**src/rtl/keypad_pkg.sv**
```systemverilog
// keypad_pkg: shared key-path types and 50 MHz default timing
package keypad_pkg;
  typedef enum logic [2:0] {IDLE, DB_PRESS, PRESSED, REPEAT, DB_REL} state_t;
  localparam int KEY_W = 4;
  localparam int DEF_DEBOUNCE = 500000;
  localparam int DEF_REPEAT_DELAY = 25000000;
  localparam int DEF_REPEAT_PERIOD = 5000000;
  localparam int DEF_CNT_W = 25;
endpackage

```
**src/rtl/key_event_filter_stable_counter.sv**
```systemverilog
// stable_counter: clear/increment counter with terminal-count compare, saturating at all-ones
module stable_counter #(
  parameter int W = 8
) (
  input  logic         clk,
  input  logic         rst_n,
  input  logic         clr,
  input  logic         inc,
  input  logic [W-1:0] last,
  output logic [W-1:0] q,
  output logic         tc
);
  always_ff @(posedge clk)
    if (!rst_n || clr) q <= '0;
    else if (inc && q != '1) q <= q + 1'b1;
  assign tc = q == last;
endmodule

```
**src/rtl/key_event_filter.sv**
```systemverilog
// key_event_filter: debounces scanner key codes into press/repeat/release events
module key_event_filter
  import keypad_pkg::*;
#(
  parameter int DEBOUNCE_CYCLES = DEF_DEBOUNCE,
  parameter bit REPEAT_EN = 1'b1,
  parameter int REPEAT_DELAY = DEF_REPEAT_DELAY,
  parameter int REPEAT_PERIOD = DEF_REPEAT_PERIOD,
  parameter int CNT_W = DEF_CNT_W
) (
  input  logic             clk,
  input  logic             rst_n,
  input  logic [KEY_W-1:0] raw_code,
  input  logic             raw_pressed,
  output logic [KEY_W-1:0] key_code,
  output logic             key_valid,
  output logic             key_held,
  output logic             key_release,
  output logic [7:0]       key_count
);
  state_t state;
  logic [KEY_W-1:0] cand;
  logic [CNT_W-1:0] cnt, rpt;
  logic cnt_tc, rpt_tc, match, held_st;
  assign match = raw_pressed && raw_code == (state == DB_PRESS ? cand : key_code);
  assign held_st = state == PRESSED || state == REPEAT;
  stable_counter #(.W(CNT_W)) u_cnt (
    .clk(clk), .rst_n(rst_n),
    .clr((state == IDLE && raw_pressed) || (held_st && !match)),
    .inc(!cnt_tc && ((state == DB_PRESS && match) || (state == DB_REL && !match))),
    .last(CNT_W'(DEBOUNCE_CYCLES - 1)),
    .q(cnt), .tc(cnt_tc)
  );
  // repeat timer restarts on acceptance, on every repeat pulse and on a bounce back into PRESSED
  stable_counter #(.W(CNT_W)) u_rpt (
    .clk(clk), .rst_n(rst_n),
    .clr(match && ((state == DB_PRESS && cnt_tc) || (state == PRESSED && REPEAT_EN && rpt_tc) ||
                   (state == REPEAT && rpt_tc) || state == DB_REL)),
    .inc(held_st && match),
    .last(state == REPEAT ? CNT_W'(REPEAT_PERIOD - 1) : CNT_W'(REPEAT_DELAY - 1)),
    .q(rpt), .tc(rpt_tc)
  );
  always_ff @(posedge clk) begin
    if (!rst_n) begin
      state <= IDLE;
      cand <= '0;
      key_code <= '0;
      key_valid <= 1'b0;
      key_held <= 1'b0;
      key_release <= 1'b0;
      key_count <= '0;
    end else begin
      key_valid <= 1'b0;
      key_release <= 1'b0;
      case (state)
        IDLE: if (raw_pressed) begin
          cand <= raw_code;
          state <= DB_PRESS;
        end
        DB_PRESS: if (!match) state <= IDLE;
        else if (cnt_tc) begin
          state <= PRESSED;
          key_code <= cand;
          key_held <= 1'b1;
          key_valid <= 1'b1;
          key_count <= key_count + 8'd1;
        end
        PRESSED: if (!match) state <= DB_REL;
        else if (REPEAT_EN && rpt_tc) begin
          state <= REPEAT;
          key_valid <= 1'b1;
        end
        REPEAT: if (!match) state <= DB_REL;
        else if (rpt_tc) key_valid <= 1'b1;
        DB_REL: if (match) state <= PRESSED;
        else if (cnt_tc) begin
          state <= IDLE;
          key_held <= 1'b0;
          key_release <= 1'b1;
        end
        default: state <= IDLE;
      endcase
    end
  end
endmodule

```
**config.mk**
```make
export PLATFORM = sky130hd
export DESIGN_NAME = key_event_filter
export DESIGN_NICKNAME = d
export VERILOG_FILES = /design/src/rtl/keypad_pkg.sv /design/src/rtl/key_event_filter_stable_counter.sv /design/src/rtl/key_event_filter.sv
export SDC_FILE = /design/constraint.sdc
export NUM_CORES = 1
export LEC_CHECK = 0
export ABC_AREA = 1
export CAP_MARGIN = 0
export CELL_PAD_IN_SITES_DETAIL_PLACEMENT = 1
export CELL_PAD_IN_SITES_GLOBAL_PLACEMENT = 2
export CORE_MARGIN = 5
export CORE_UTILIZATION = 36
export DETAILED_ROUTE_END_ITERATION = 16
export GPL_TIMING_DRIVEN = 0
export PLACE_DENSITY = 0.95
export SLEW_MARGIN = 20
export SYNTH_ARGS = -nofsm -noshare
export SYNTH_HDL_FRONTEND = slang
export SYNTH_SLANG_ARGS = --single-unit
```
**constraint.sdc**
```tcl
create_clock -name clk -period 4.2 [get_ports clk]
set_input_delay 0.84 -clock clk [delete_from_list [all_inputs] [get_ports clk]]
set_output_delay 0.84 -clock clk [all_outputs]
set_load 0.05 [all_outputs]
```
### After elaboration in Yosys (flattened, before gate mapping)

Index checks and enable logic that the tools add are counted.

| storage, ports and cells | value |
|---|---|
| logic and storage cells | 85 |
| output and inout bits | 15 |
| input bits | 7 |
| register bits after elaboration | 72 |

| operators by class | value |
|---|---|
| $add $sub $neg | 3 |
| bitwise logic cells | 2 |
| equal/unequal tests | 18 |
| reductions and logical operators | 32 |
| muxes and demuxes | 21 |

Operators with widths:

| operator | count |
|---|---|
| $add 25x1->25 const B | 2 |
| $ne 25x25->1 const B | 2 |
| $eq 25x19->1 const B | 1 |
| $eq 25x25->1 | 1 |
| $mux 25 | 1 |
| $mux 3 | 8 |
| $pmux 3 s5 | 1 |
| $logic_and 1x1->1 | 13 |
| $ne 2x2->1 const B | 6 |
| $reduce_and 5->1 | 2 |
| $ne 3x3->1 const B | 3 |
| $add 8x1->8 const B | 1 |
| $logic_or 1x1->1 | 8 |
| $mux 1 | 8 |
| $eq 3x2->1 const B | 2 |
| $eq 4x4->1 | 1 |
| $mux 4 | 1 |
| $pmux 1 s2 | 2 |
| $eq 3x1->1 const B | 1 |
| $eq 3x3->1 const B | 1 |
| $logic_not 1->1 | 3 |
| $logic_not 3->1 | 1 |
| $reduce_and 3->1 | 1 |
| $reduce_or 3->1 | 1 |
| other kinds (4) | 5 |

### Logic depth before layout (Yosys ltp)

Gate-level depths: netlist of run 1.

| depth | value |
|---|---|
| depth after elaboration | 9 |
| depth in mapped cells | 16 |

### By module

Synthesis of run 1 repeated with hierarchy kept, for this count alone.

| second synthesis, totals | value |
|---|---|
| cells, all modules | 738 |
| area total of the unflattened synthesis | 4,897.2 µm² |

Modules (own cells, without submodules):

| module | times used | area an instance (µm²) | sequential area each (µm²) | cells an instance |
|---|---|---|---|---|
| stable_counter (u_rpt) | 1 | 1,853.0 | 500.5 | 282 |
| stable_counter (u_cnt) | 1 | 1,771.7 | 500.5 | 269 |
| key_event_filter | 1 | 1,272.5 | 440.4 | 187 |

### Worst setup path before layout of run 1

Ideal clock, no wire load.

| path | value |
|---|---|
| kind | input -> register |
| start point | in raw_code[1] |
| end point | reg u_cnt.q[0] |
| setup time | 0.113 ns |
| arrival time | 1.894 ns |
| buffers on the path | 1 |
| path slack | 2.193 ns |
| data required time | 4.087 ns |
| cell stages on the path | 10 |
| path through | inv_1 nand3_1 nand2_1 nor2_1 nand3_2 o21ai_2 nand3_2 buf_2 nor2_1 nor2_1 |

| between the ends | value |
|---|---|
| longest elaborated chain between the ends | 7 |
| elaborated cells on any way between the ends | 11 |

RTL lines:

| element | RTL line | source |
|---|---|---|
| start, declared | key_event_filter.sv:13 | `input logic [KEY_W-1:0] raw_code,` |
| $eq 4x4->1 * | key_event_filter.sv:25 | `assign match = raw_pressed && raw_code == (state == DB_PRESS ? cand : key_code);` |
| $logic_and 1x1->1 * | key_event_filter.sv:25 |  |
| $logic_not 1->1 | - |  |
| $logic_and 1x1->1 | key_event_filter.sv:30 | `.inc(!cnt_tc && ((state == DB_PRESS && match) \|\| (state == DB_REL && !match))),` |
| $logic_or 1x1->1 | key_event_filter.sv:30 |  |
| $logic_and 1x1->1 | key_event_filter.sv:30 |  |
| $logic_and 1x1->1 | key_event_filter_stable_counter.sv:15 | `else if (inc && q != '1) q <= q + 1'b1;` |
| end signal, assigned | key_event_filter_stable_counter.sv:15 |  |
| end, declared | key_event_filter_stable_counter.sv:10 | `output logic [W-1:0] q,` |

Mark *: on every way between the ends. The rest lies on a longest branch, timed or not.
A chain may end at the register's enable or synchronous reset.

### Worst setup path after layout of run 1

| path | value |
|---|---|
| start point | reg u_cnt.q[0] |
| end point | reg u_rpt.q[8] |

| between the ends | value |
|---|---|
| longest elaborated chain between the ends | 7 |

RTL lines:

| element | RTL line | source |
|---|---|---|
| $eq 25x19->1 | key_event_filter_stable_counter.sv:16 | `assign tc = q == last;` |
| $logic_and 1x1->1 | key_event_filter.sv:37 | `.clr(match && ((state == DB_PRESS && cnt_tc) \|\| (state == PRESSED && REPEAT_EN && rpt_tc) \|\|` |
| $logic_or 1x1->1 (2 in series) | key_event_filter.sv:37 |  |
| $logic_or 1x1->1 | key_event_filter.sv:38 | `(state == REPEAT && rpt_tc) \|\| state == DB_REL)),` |
| $logic_and 1x1->1 | key_event_filter.sv:37 |  |
| $logic_or 1x1->1 | key_event_filter_stable_counter.sv:14 | `if (!rst_n \|\| clr) q <= '0;` |
| end signal, assigned | key_event_filter_stable_counter.sv:15 |  |
| end, declared | key_event_filter_stable_counter.sv:10 |  |

Every way passes these cells.

==> parameters.txt, run 1 <==
Parameter                              Value

Yosys
  Proportion of synthesized chip area in sequential cells    0.3105
  Most frequently used cell type in the post-synthesis netlist    nand2_1
  EDFF count, synth    0
  Share of flip-flops with an asynchronous set or reset    0
  Cell area after synthesis    0.004642 mm^2
  Cell variety after synth    34
  Post-Syn Area per Cell    6.420 um^2
  Total of warnings raised by yosys    0
  Adder and majority gate portion of the synthesized area    0.008086
  Post-synthesis simple-gate area fraction    0.3984
  Biggest area contributors in the synthesized netlist    dfxtp_1, nand2_1, xor2_1
  Post-synthesis register bit count    72
  Dominant combinational cell family by area after synthesis    simple AND/OR/NAND/NOR gates
  Library cell occupying the most area in the post-synthesis netlist    dfxtp_1
  Primary flip-flop cell chosen by synthesis mapping    dfxtp_1
  Count of mapped cells out of synthesis    723
  Post-Synth XOR/XNOR Area    0.09245
  Post-synthesis compound-gate area fraction    0.09407
  Multiplexer share of the synthesized area    0
  Portion of synthesized cell area occupied by the leading cell type    0.3105
  Post-synth top cells    nand2_1, inv_1, dfxtp_1, a21oi_1, nor2_1
  Post-synth net total    733

Global route
  Layer carrying the most global-route usage    met2
  GR Util All Layers    0.2010
  Met2 Use GR    0.3310
  Met1 Track Usage GR    0.2643
  Number of global-route vias before repair    5089
  Number of antenna violations at the first check in global routing    0
  Wire length of the first global-routing pass    24480 um
  Fraction of met3 tracks used by global routing    0.03568
  Gr ovfl total    0
  Pin count of the biggest net entering global routing    13

Floorplan
  Number of cell rows    41
  Standard cell core area    0.01262 mm^2
  Die outline width    123.6 um
  Die area    0.01527 mm^2
  Die outline height    123.6 um
  I/O pin count    22
  Starting utilization of the core area    0.3678

CTS
  Worst skew pair latency    0.35 ns
  Clock root buffer    clkbuf_16
  Clock tree buffer depth    2
  Number of buffers created by CTS    9
  Post CTS Setup Buffer Count    0
  Max H-tree Level    3
  Clk pin slew, worst setup/hold paths    0.06 ns
  Post_cts resized    0
  TritonCTS clock tree    built
  Sink Count    72
  Hold bufs inserted after CTS    0

Detailed routing
  Count of TritonRoute iterations in the first routing pass    5
  Aggregate routed wire length    14540 um
  Starting DRC count in detailed routing    208
  Average via count per standard cell    5.289
  Post-detailed-route count of antenna-violating nets    0
  Average routed wire per standard cell    15.60 um
  Total via count in the routed design    4929
  DRC violations left    0

Timing
  Min Tclk post-route    2.801 ns
  Total negative slack for setup checks    0 ns
  Worst-margin pin slew    0.6680 ns
  Fin Clk Skew    0.006729 ns
  Achievable clock frequency    357.0 MHz
  Worst slew margin    0.5505
  Hold slack final    0.4758 ns
  Share of the clock period used by the worst path    0.6670
  Unrepaired setup endpoints after global routing    false
  Fin. max-slew vios    0
  Final count of negative-setup-slack endpoints    0
  Final hold violation count    0

Cells and area
  Fillcell total    1706
  Fraction of layout instances using a drive strength above 1    0.06184
  Area delta synth->final    14.88%
  Post-route cell area    0.005333 mm^2
  N_diodes    0
  Net count of the finished layout    765

Power and ir drop
  Worst vdd ir    173.7 uV
  Cell leakage power    0.001865 uW
  Power Dens Cells    277.5 mW/mm^2
  Final total power    1480 uW

Run status
  Outcome    complete, no violations

Worst setup path
  Type of the setup path with the least slack    reg2reg
  Delay of the slowest cell on the worst path    0.39 ns
  Required time of the critical path    4.42 ns
  Dominant delay contributor by cell family on the critical path    simple AND/OR/NAND/NOR gates
  Crit path max fanout    10
  Worst Setup End Kind    flop
  Crit path max-delay cell type    dfxtp_1
  CP startpoint kind    flop
  Critical path arrival    3.02 ns
  Cell repeated most along the worst path    nand2_1
  Sequence of cells on the critical path    ha_1, nand2_1, nor2_1, inv_1, nor3_1, nand2_1, inv_1, nand2_1, nand3_1, nand2_1, nand2_1, buf_2, a21oi_1
  CP Buf/Inv Count    3

Placement
  Placed cell area    0.005067 mm^2
  Final GP Congestion    0.8932
  Final HPWL DP    11280 um
  Count of input and output buffers    21

Worst hold path
  Min-delay worst type    reg2reg

Job
  Maximum Capacitance Violations    0
## routing by layer
metal | wire length (um) | vias to the layer above
li1 | - | 2446
met1 | 6985 | 2400
met2 | 6915 | 71
met3 | 443 | 12
met4 | 192 | 0
met5 | 0 | -
## flip-flops by register name, indices dropped and copies added (netlist names)
signal and cells:
state 3, key_valid 1, key_code 4, u_cnt.q 25, key_held 1, cand 4
key_release 1, key_count 8, u_rpt.q 25
## kinds of logic after synthesis
group	count (synthesis)
flops	72
compound gates	85
buf+inv	111
xor+xnor	49
fa+ha+maj	3
simple gates	403
## worst reg2reg max path, cell delays in order, from the launching register on
cell     delay, ns
dfxtp_1       0.39
ha_1          0.37
nand2_1       0.12
nor2_1        0.26
inv_1         0.10
nor3_1        0.23
nand2_1       0.18
inv_1         0.17
nand2_1       0.07
nand3_1       0.08
nand2_1       0.09
nand2_1       0.25
buf_2         0.29
a21oi_1       0.08
## final cells by class
cell class | count | area, um^2 | share of cell area
Clock buffer | 10 | 229.0 | 0.04294
Timing Repair Buffer | 21 | 210.2 | 0.03942
Inverter | 87 | 326.6 | 0.06124
Clock inverter | 6 | 36.28 | 0.006804
Tap cell | 172 | 215.2 | 0.04036
Sequential cell | 72 | 1441 | 0.2703
Buffer | 24 | 121.4 | 0.02276
Multi-Input combinational cell | 540 | 2753 | 0.5162
## power breakdown
| group | internal, uW | switching (uW) | leakage (uW) |
|---|---|---|---|
| Clock | 396 | 310 | 0.000132 |
| Combinational | 25.5 | 57.7 | 0.00115 |
| Sequential | 688 | 2.14 | 0.000581 |
| Total | 1110 | 370 | 0.00187 |
## stage by stage
stage | setup WS (ns) | util | std cells
3_5_place_dp | 1.224 | 0.4015 | 916
3_3_place_gp | 1.273 | 0.4015 | 916
5_1_grt | 1.181 | 0.4226 | 932
6_report | 1.399 | 0.4226 | 932
2_1_floorplan | 2.193 | - | 723
4_1_cts | 1.429 | 0.4226 | 932
## path summary, 6_finish.rpt
kind / startpoint / endpoint / slack (ns) / cells after the start
worst min register to register: cand[2]$_SDFFE_PN0P_ / key_code[2]$_SDFFE_PN0P_ / 0.48 / 2
worst max register to register: u_cnt.q[0]$_SDFFE_PP0P_ / u_rpt.q[8]$_SDFFE_PP0P_ / 1.40 / 13
worst min-delay path: cand[2]$_SDFFE_PN0P_ / key_code[2]$_SDFFE_PN0P_ / 0.48 / 2
worst max-delay path: u_cnt.q[0]$_SDFFE_PP0P_ / u_rpt.q[8]$_SDFFE_PP0P_ / 1.40 / 13
## cell usage in the layout, fill, tap and decap left out, types with 13 or more instances in the layout
cell type / n
buf_2: 13
nand3_1: 49
a21oi_1: 67
clkdlybuf4s50_1: 21
nor2_1: 56
inv_1: 81
dfxtp_1: 72
o21ai_0: 14
nand4_1: 50
nor3_1: 29
nand2_1: 194
xor2_1: 44
Note: power is estimated with default switching activity, not from simulation.
==> inputs of run 2 (changes only) <==
- CORE_UTILIZATION: 36 -> 34
- PLACE_DENSITY: 0.95 -> 0.93
- clock period: 4.2 -> 2.6 ns (I/O delays scaled with it)
==> run 2 against run 1 <==
Net effect:
- total power increased by 75%
- clock skew increased by 0.0040 ns
- clock power increased by 88%
- clock-buffer cell count increased by 1
- via count about the same
- cell area increased by 3.2%
- non-clock buffer count increased by 4
- combinational power increased by 64%
- die area increased by 5.4%
- setup slack got worse by 1.2 ns
- core utilization decreased by 0.86 points
- global-route usage decreased by 1.5 points
- largest cell class unchanged
==> parameters.txt, run 2 (synthesis gave the netlist of run 1 again) <==
Parameter                              Value

Floorplan
  Starting utilization of the core area    0.3491 (-0.01869)
  Standard cell core area    0.01330 mm^2 (+5.4%)
  Die area    0.01609 mm^2 (+5.4%)
  Die outline width    126.8 um (+2.7%)
  Die outline height    126.8 um (+2.7%)
  Number of cell rows    42 (+2.4%)
  I/O pin count    22 (unchanged)

CTS
  Clock root buffer    clkbuf_16
  Clock tree buffer depth    2 (unchanged)
  TritonCTS clock tree    built
  Worst skew pair latency    0.34 ns (about the same)
  Sink Count    72 (unchanged)
  Number of buffers created by CTS    9 (unchanged)
  Max H-tree Level    3 (unchanged)
  Clk pin slew, worst setup/hold paths    0.06 ns (about the same)
  Hold bufs inserted after CTS    0 (unchanged)

Detailed routing
  Average via count per standard cell    5.245 (-0.83%)
  DRC violations left    0 (unchanged)
  Post-detailed-route count of antenna-violating nets    0 (unchanged)
  Total via count in the routed design    4930 (+0.020%)
  Met3 Wirelength    430 um (-2.9%)
  Starting DRC count in detailed routing    230 (+11%)
  Aggregate routed wire length    14610 um (+0.52%)
  Highest Signal Layer    met4
  Detailed-route wire length on metal 1    6939 um (-0.66%)
  Average routed wire per standard cell    15.54 um (-0.33%)
  DR WL met2    7045 um (+1.9%)
  Count of TritonRoute iterations in the first routing pass    4 (-1)

Cells and area
  Fraction of layout instances using a drive strength above 1    0.07853 (+0.01669)
  Commonest non-fill, non-tap cell in the layout    nand2_1
  Area delta synth->final    18.57%
  N_diodes    0 (unchanged)
  Fillcell total    1763 (+3.3%)
  Regs by FF count    u_cnt.q x25, u_rpt.q x25, key_count x8
  Commonest non-fill, non-tap cells in the layout    nand2_1, inv_1, dfxtp_1
  Post-route cell area    0.005504 mm^2 (+3.2%)
  Net count of the finished layout    769 (+0.52%)

Job
  Maximum Capacitance Violations    0 (unchanged)

Worst setup path
  Type of the setup path with the least slack    reg2reg
  CP startpoint kind    flop
  Worst Setup End Kind    flop
  Critical path arrival    2.67 ns (-0.35 ns)
  Required time of the critical path    2.83 ns (-1.59 ns)
  Crit path max fanout    10 (unchanged)

Placement
  Placed cell area    0.005072 mm^2 (about the same)
  Count of input and output buffers    21 (unchanged)
  Final GP Congestion    0.9015 (+0.93%)
  Final HPWL DP    11330 um (+0.47%)

Global route
  Number of global-route vias before repair    5122 (+0.65%)
  GR Util All Layers    0.1855 (-0.01546)
  Number of antenna violations at the first check in global routing    0 (unchanged)
  Gr ovfl total    0 (unchanged)
  Wire length of the first global-routing pass    24580 um (+0.39%)
  Pin count of the biggest net entering global routing    13 (unchanged)

Run status
  Outcome    complete, no violations

Worst hold path
  Min-delay worst type    reg2reg

Timing
  Worst-margin pin slew    0.8217 ns (+0.1537 ns)
  Total negative slack for setup checks    0 ns (unchanged)
  Final count of negative-setup-slack endpoints    0 (unchanged)
  Fin Clk Skew    0.01069 ns (+0.003956 ns)
  Share of the clock period used by the worst path    0.9398 (+0.2728)
  Fin. max-slew vios    0 (unchanged)
  Worst slew margin    0.4471 (-0.1034)
  Hold slack final    0.4805 ns (+0.004731 ns)
  Achievable clock frequency    409.2 MHz (+15%)
  Min Tclk post-route    2.444 ns (-0.3579 ns)
  Final hold violation count    0 (unchanged)

Power and ir drop
  Power Dens Cells    469.3 mW/mm^2 (+69%)
  Cell leakage power    0.001947 uW (+4.4%)
  Worst vdd ir    297.7 uV (+71%)
run 2: area by class of cell:
cell class | instances | area, um^2 | area share
flip-flops and latches | 72 | 1443 | 0.2621
repair buffers | 25 | 240.2 | 0.04365
multi-input cells | 540 | 2834 | 0.5149
clock buffers | 11 | 232.7 | 0.04228
well taps | 176 | 220.2 | 0.04001
clock inverters | 5 | 81.33 | 0.01478
plain buffers | 24 | 126.4 | 0.02296
inverters | 87 | 326.6 | 0.05933
run 2: path summary, 6_finish.rpt:
path	to	depth (start not counted)	start	slack (ns)
setup / recovery	u_rpt.q[14]$_SDFFE_PP0P_	13	u_cnt.q[1]$_SDFFE_PP0P_	0.16
hold / removal	key_code[2]$_SDFFE_PN0P_	2	cand[2]$_SDFFE_PN0P_	0.48
setup reg to reg	u_rpt.q[14]$_SDFFE_PP0P_	13	u_cnt.q[1]$_SDFFE_PP0P_	0.16
hold reg to reg	key_code[2]$_SDFFE_PN0P_	2	cand[2]$_SDFFE_PN0P_	0.48
run 2: power breakdown:
part           internal [uW]  switching, uW
sequential              1110           3.83
clock                    841            490
combinational           42.4           93.7
total                   2000            588
run 2: critical path, stage by stage (launching register included):
cell and delay (ns):
dfxtp_1 0.41, ha_4 0.22, nand2_1 0.12, nor2_4 0.17
inv_1 0.08, nor3_1 0.28, nand2_1 0.18, inv_1 0.15
nand2_1 0.08, nand3_1 0.08, nand2_1 0.09, nand2_2 0.17
buf_4 0.23, a21oi_1 0.06
run 2: repair_timing:
action,4_1_cts,5_1_grt
hold endpoints to repair,0,0
resized for setup,7,11
buffers inserted,0,4
endpoints found under the setup margin,49,43
pin swaps,0,2
run 2: per-stage QoR:
step | total power, uW | util | worst slack (ns) | std cells
after global routing | 2700 | 0.4140 | -0.01906 | 940
after CTS | 2622 | 0.4073 | 0.02299 | 936
after detailed placement | 1275 | 0.3815 | -0.3522 | 920
final | 2583 | 0.4140 | 0.1564 | 940
after global placement | 1269 | 0.3815 | -0.3136 | 920
after floorplan | 1231 | - | 0.6010 | 723
run 2: metal layers:
layer / track usage / vias up
li1: - / 2457
met1: 0.2438 / 2391
met2: 0.3172 / 67
met3: 0.02396 / 15
met4: 0.05615 / 0
met5: 0 / -
==> inputs of run 3 (changes only) <==
--- a/constraint.sdc
+++ b/constraint.sdc
@@ -3,2 +3,2 @@
 set_output_delay 0.52 -clock clk [all_outputs]
-set_load 0.05 [all_outputs]
+set_load 0.1 [all_outputs]
==> results of run 3 <==
Same layout as run 2 (identical final DEF). Status: complete, no violations.
Among the figures that moved: setup slack after layout 0.1564 ns -> 0.09222 ns; start point of the critical path u_cnt.q[1]$_SDFFE_PP0P_ -> key_count[3]$_SDFFE_PN0P_; end point of the critical path u_rpt.q[14]$_SDFFE_PP0P_ -> key_count[3]
